File: src/rtl/commit_trace_monitor.sv
// Commit trace monitor: captures per-cycle writeback/store activity into a FWFT FIFO,
// tracks run/stall cycles and ends the test on a store to the tohost address or on timeout.
module commit_trace_monitor #(
    parameter int                    DATA_WIDTH     = 32,
    parameter int                    ADDR_WIDTH     = 32,
    parameter int                    FIFO_DEPTH     = 16,
    parameter int                    TIMEOUT_CYCLES = 45000,
    parameter logic [ADDR_WIDTH-1:0] TOHOST_ADDR    = 'h0000_1000
) (
    input  logic                    clk,
    input  logic                    rst,
    input  logic                    start,
    input  logic [4:0]              reg_w_rd,
    input  logic [DATA_WIDTH-1:0]   reg_w_data,
    input  logic                    mem_w_valid,
    input  logic [ADDR_WIDTH-1:0]   mem_w_addr,
    input  logic [DATA_WIDTH/8-1:0] mem_w_strb,
    input  logic [DATA_WIDTH-1:0]   mem_w_data,
    input  logic                    stall,
    input  logic                    trace_rden,
    output logic                    trace_valid,
    output logic                    trace_reg_valid,
    output logic [4:0]              trace_rd,
    output logic [DATA_WIDTH-1:0]   trace_reg_data,
    output logic                    trace_mem_valid,
    output logic [ADDR_WIDTH-1:0]   trace_mem_addr,
    output logic [DATA_WIDTH/8-1:0] trace_mem_strb,
    output logic [DATA_WIDTH-1:0]   trace_mem_data,
    output logic [1:0]              state,
    output logic                    timeout,
    output logic [DATA_WIDTH-2:0]   test_num,
    output logic [31:0]             cycle_count,
    output logic [31:0]             stall_count,
    output logic [15:0]             drop_count
);

    localparam int STRB_W = DATA_WIDTH / 8;
    localparam int PTR_W  = $clog2(FIFO_DEPTH);

    // State table:
    //   ST_IDLE | waiting for first start after reset
    //   ST_RUN  | test running, capturing trace and counting cycles
    //   ST_PASS | tohost store with value 1 seen
    //   ST_FAIL | tohost store with other value, or timeout
    typedef enum logic [1:0] {
        ST_IDLE = 2'd0,
        ST_RUN  = 2'd1,
        ST_PASS = 2'd2,
        ST_FAIL = 2'd3
    } state_t;

    typedef struct packed {
        logic                  reg_valid;
        logic [4:0]            rd;
        logic [DATA_WIDTH-1:0] reg_data;
        logic                  mem_valid;
        logic [ADDR_WIDTH-1:0] addr;
        logic [STRB_W-1:0]     strb;
        logic [DATA_WIDTH-1:0] data;
    } entry_t;

    state_t          state_q, state_d;
    logic            set_timeout, set_test_num;
    logic            tohost_hit, timeout_hit, run_active;
    logic            capture, push, pop, drop, full, empty;
    logic [PTR_W:0]  wr_ptr, rd_ptr;
    entry_t          fifo_mem [FIFO_DEPTH];
    entry_t          new_entry, head;

    assign tohost_hit  = mem_w_valid && (mem_w_addr == TOHOST_ADDR);
    assign timeout_hit = (cycle_count == 32'(TIMEOUT_CYCLES - 1));
    assign run_active  = (state_q == ST_RUN) && !start;

    always_ff @(posedge clk) begin
        if (rst) begin
            state_q <= ST_IDLE;
        end else begin
            state_q <= state_d;
        end
    end

    always_comb begin
        state_d      = state_q;
        set_timeout  = 1'b0;
        set_test_num = 1'b0;
        if (start) begin
            state_d = ST_RUN;
        end else if (state_q == ST_RUN) begin
            // A tohost store outranks a coincident timeout.
            if (tohost_hit) begin
                state_d      = (mem_w_data == DATA_WIDTH'(1)) ? ST_PASS : ST_FAIL;
                set_test_num = 1'b1;
            end else if (timeout_hit) begin
                state_d     = ST_FAIL;
                set_timeout = 1'b1;
            end
        end
    end

    assign empty   = (wr_ptr == rd_ptr);
    assign full    = (wr_ptr[PTR_W] != rd_ptr[PTR_W]) &&
                     (wr_ptr[PTR_W-1:0] == rd_ptr[PTR_W-1:0]);
    assign capture = run_active && ((reg_w_rd != 5'd0) || mem_w_valid);
    assign pop     = trace_rden && !empty;
    assign push    = capture && (!full || pop);
    assign drop    = capture && full && !pop;

    always_comb begin
        new_entry           = '0;
        new_entry.reg_valid = (reg_w_rd != 5'd0);
        new_entry.rd        = reg_w_rd;
        new_entry.reg_data  = (reg_w_rd != 5'd0) ? reg_w_data : '0;
        new_entry.mem_valid = mem_w_valid;
        new_entry.addr      = mem_w_valid ? mem_w_addr : '0;
        new_entry.strb      = mem_w_valid ? mem_w_strb : '0;
        new_entry.data      = mem_w_valid ? mem_w_data : '0;
    end

    always_ff @(posedge clk) begin
        if (!rst && push) begin
            fifo_mem[wr_ptr[PTR_W-1:0]] <= new_entry;
        end
    end

    always_ff @(posedge clk) begin
        if (rst || start) begin
            wr_ptr      <= '0;
            rd_ptr      <= '0;
            cycle_count <= '0;
            stall_count <= '0;
            drop_count  <= '0;
            timeout     <= 1'b0;
            test_num    <= '0;
        end else begin
            if (push) wr_ptr <= wr_ptr + 1'b1;
            if (pop)  rd_ptr <= rd_ptr + 1'b1;
            if (drop && (drop_count != 16'hFFFF)) drop_count <= drop_count + 16'd1;
            if (state_q == ST_RUN) begin
                cycle_count <= cycle_count + 32'd1;
                if (stall) stall_count <= stall_count + 32'd1;
            end
            if (set_timeout)  timeout  <= 1'b1;
            if (set_test_num) test_num <= mem_w_data[DATA_WIDTH-1:1];
        end
    end

    // Fields read as zero whenever the FIFO is empty, including straight after reset.
    assign head            = empty ? '0 : fifo_mem[rd_ptr[PTR_W-1:0]];
    assign trace_valid     = !empty;
    assign trace_reg_valid = head.reg_valid;
    assign trace_rd        = head.rd;
    assign trace_reg_data  = head.reg_data;
    assign trace_mem_valid = head.mem_valid;
    assign trace_mem_addr  = head.addr;
    assign trace_mem_strb  = head.strb;
    assign trace_mem_data  = head.data;
    assign state           = state_q;

endmodule

File: config.mk
export PLATFORM = sky130hd
export DESIGN_NAME = commit_trace_monitor
export DESIGN_NICKNAME = d
export VERILOG_FILES = /design/src/rtl/commit_trace_monitor.sv
export SDC_FILE = /design/constraint.sdc
export NUM_CORES = 2
export LEC_CHECK = 0
export BUFFER_PORTS_ARGS = -buffer_cell sky130_fd_sc_hd__buf_4
export CORE_MARGIN = 2
export CORE_UTILIZATION = 45
export CTS_CLUSTER_SIZE = 30
export DETAILED_ROUTE_END_ITERATION = 8
export PLACE_DENSITY = 0.61
export SLEW_MARGIN = 40
export SYNTH_ARGS = -nofsm -noshare
export SYNTH_HDL_FRONTEND = slang
export SYNTH_SLANG_ARGS = --single-unit
File: constraint.sdc
create_clock -name clk -period 13.5 [get_ports clk]
set_clock_uncertainty 0.15 [all_clocks]
set_input_delay 0 -clock clk [delete_from_list [all_inputs] [get_ports clk]]
set_output_delay 0 -clock clk [all_outputs]
set_load 0.05 [all_outputs]
==> results.md <==
- CP Class: flop to primary output
- FF+latch count, synth: 1840
- Fin crit period: 5180 ps
- Setup TNS Final: 0 ps
- CP max FO: 43
- Final HPWL from detailed placement: 92000 um
- Maximum clock rate: 0.193 GHz
- First-pass GRT wire length: 252000 um
- Critical-path top delay cell: dfxtp_4
- TritonCTS clock tree: yes
- Final hold slack: 55.3 ps
- Max-Slew Margin vs Limit: 0.427
- Critical path arrival: 5030 ps
- Max-Cap Viols: 0
- Asr flop ratio synth: 0
- Cell total after placement: 5574
- Final hold viol count: 0
- Synth Net Count: 3398
- Number of global-route vias before repair: 36294
- Hold_buf cts: 166
- Post-Synth Simple-Gate Area: 0.0434
- Total CTS buffers: 189
- RSZ-0062 raised after global routing: no
- Cell Chain, Critical Path: buf_4 -> buf_4 -> buf_12 -> buf_6 -> mux4_2 -> mux4_2 -> and2_1 -> buf_4
- Reg2Reg Setup Slack: 8820 ps
- Largest net degree at the start of global routing: 93
- Total Routing Usage GR: 0.214
- Critical Path RT: 13350 ps
- Layout net count: 3993
- Setup Viol. Count Final: 0
- Synthesized cell area: 71000 um2
- Max IR drop VDD: 132 uV
- Finished Layout Cells: 6094
- Placed Area: 76500 um2
- Mux share of post-synthesis cell area: 0.170
- Routed Antenna Nets: 0
- Cells after Synth: 3279
- WP buf/inv: 5
- Post-synth cell types: 45
- H-tree levels: 4
- Root Buffer: clkbuf_16
- Outcome: complete, no violations
- Setup Fix Bufs, Post-CTS: 0
- Synth warn: 0
- Xor/xnor share of the synthesized area: 0.00948
- Leak Pwr: 26.3 nW
- Crit. End Element: primary output
- Initial antenna violation count: 12
- Post-synthesis sequential area ratio: 0.760
- Site Rows: 145
- Max clock buf depth: 3
- Vias: 35030
- Total die area: 161000 um2
- IO Pins: 333
- Clock Pin Slew Worst Setup and Hold Paths: 60 ps
- Share of layout cells above drive strength 1: 0.310
- Layout area overhead: 18.5%
- Core Region: 156000 um2
- PortBufs: 332
- Chip width: 401 um
- CP delay by family, top: buffers and inverters
- DRT iter0 DRCs: 3416
- Critical Path Source Type: flop
- Final design instance area without fill: 84100 um2
- Final Max Tran Viols: 0
- Largest family of logic cells by synthesized area: multiplexers
- GR Overflow Total: 0
- Syn avg cell area: 21.6 um2
- Post-layout util: 0.538
- Final WL: 173000 um
- Drt pass-1 iters: 5
- Largest stage delay, worst path: 730 ps
- Post-DR wirelength/cell: 28.3 um
- Post-CTS resize count: 0
- Post-synthesis compound-gate area fraction: 0.00483
- Clk_lat worst skew: 810 ps
- Cell repeated most along the worst path: buf_4
- Synth Area in Adders: 0.00141
- CTS sink count: 1840
- Drt drc: 0
- Gp weighted congestion: 0.798
- Vias/cell: 5.75
- Fillers: 11973
- Initial Util: 0.454
- Path category of the worst min-delay check: primary input to flop
- Predominant post-synthesis flop cell: edfxtp_1
- Pwr per Cell Area: 136 nW/um2
- Die Ht: 401 um
- Worst-margin pin slew: 859 ps
- Post-synth EDFFs: 1712
- Final cycle utilization of the critical path: 0.383
==> state kept, by name, indices dropped and copies added (netlist names), named ones only <==
signal / count
wr_ptr: 5
rd_ptr: 5
stall_count: 32
test_num: 31
state: 2
cycle_count: 32
drop_count: 16
fifo_mem: 1712
timeout: 1
==> cells in the final DEF (no fill, tap or decap), drive strengths merged, types with 11 or more instances in the layout <==
master	netlist	routed
edfxtp	1712	1712
o21ai	13	13
or3	12	12
nand2	112	112
xnor2	26	26
xor2	50	50
nor3	20	20
nand3	30	30
and2	179	179
nor2b	34	34
a21oi	47	47
nor2	104	104
clkinv	0	92
clkbuf	115	245
dfxtp	128	128
and4	11	11
mux4	535	535
and3	12	12
dlygate4sd3	0	166
inv	11	15
nand4	22	22
nor4	19	19
buf	53	404
==> report_power, final <==
part / switching, mW / internal (mW) / leakage (nW)
Clock: 2.15 / 2.77 / 2.83
Combinational: 0.190 / 0.108 / 6.92
Sequential: 0.00346 / 6.24 / 16.6
Total: 2.35 / 9.11 / 26.3
==> cells in the mapped netlist (all sizes together), types with 2 or more instances <==
cell	instances	area share
dfxtp	128	0.036
inv	11	0.00058
nand3	30	0.0021
xnor2	26	0.0032
nor4	19	0.0017
nor2b	34	0.0030
o21ai	13	0.00092
buf	53	0.0038
nand2	112	0.0059
nand4	22	0.0022
o21ba	2	0.00028
a21oi	47	0.0033
and4	11	0.0014
or4	6	0.00069
and3	12	0.0011
and2	179	0.016
clkbuf	115	0.0061
nor3b	2	0.00021
nor3	20	0.0016
mux4	535	0.17
nor4b	3	0.00037
nor2	104	0.0055
xor2	50	0.0063
o31ai	2	0.00021
edfxtp	1712	0.72
or3	12	0.0011
mux2i	2	0.00028
ha	8	0.0014
==> worst paths after layout <==
kind,depth (start not counted),end,start
min reg2reg,2,test_num[22],test_num[22]
max reg2reg,8,fifo_mem[8][71],state[0]
max,8,trace_mem_addr[9],flop
min,5,stall_count[1],stall
==> metrics by stage <==
stage / setup slack, ps / power [mW]
6_report: 8320 / 11.5
5_1_grt: 7920 / 11.8
4_1_cts: 7970 / 11.6
3_5_place_dp: 8810 / 6.62
3_3_place_gp: 8360 / 6.62
2_1_floorplan: 3470 / 6.50
==> tightest hold or removal path, cell delays in order <==
cell           delay, ps
dlygate4sd3_1        540
buf_4                110
nand3b_1             130
nand2_1              100
a21oi_1               60
==> cell type report <==
type | count | area, um2 | share of cell area
sequential | 1840 | 54000 | 0.642
multi-input combinational | 1260 | 16500 | 0.196
timing repair buffer | 572 | 5130 | 0.0611
inverter | 11 | 46.3 | 0.000550
clock inverter | 107 | 866 | 0.0103
clock buffer | 243 | 4980 | 0.0593
antenna | 3 | 7.51 | 0.0000893
tap | 2058 | 2570 | 0.0306
==> cell families (layout without fill, tap and decap cells) <==
family	count (synthesis)	count (layout)
buf+inv	179	933
other cells	0	3
fa+ha+maj	8	8
flops	1840	1840
mux	537	537
xor+xnor	76	76
compound gates	65	65
simple gates	574	574
==> metal layers <==
metal | up-vias | global-route usage | wire (um)
met5 | - | 0 | 39
met4 | 6 | 0.0480 | 2840
met3 | 215 | 0.0442 | 12500
met2 | 1234 | 0.345 | 84200
met1 | 18846 | 0.304 | 73000
li1 | 14729 | - | -
Note: power is estimated with default switching activity, not from simulation.
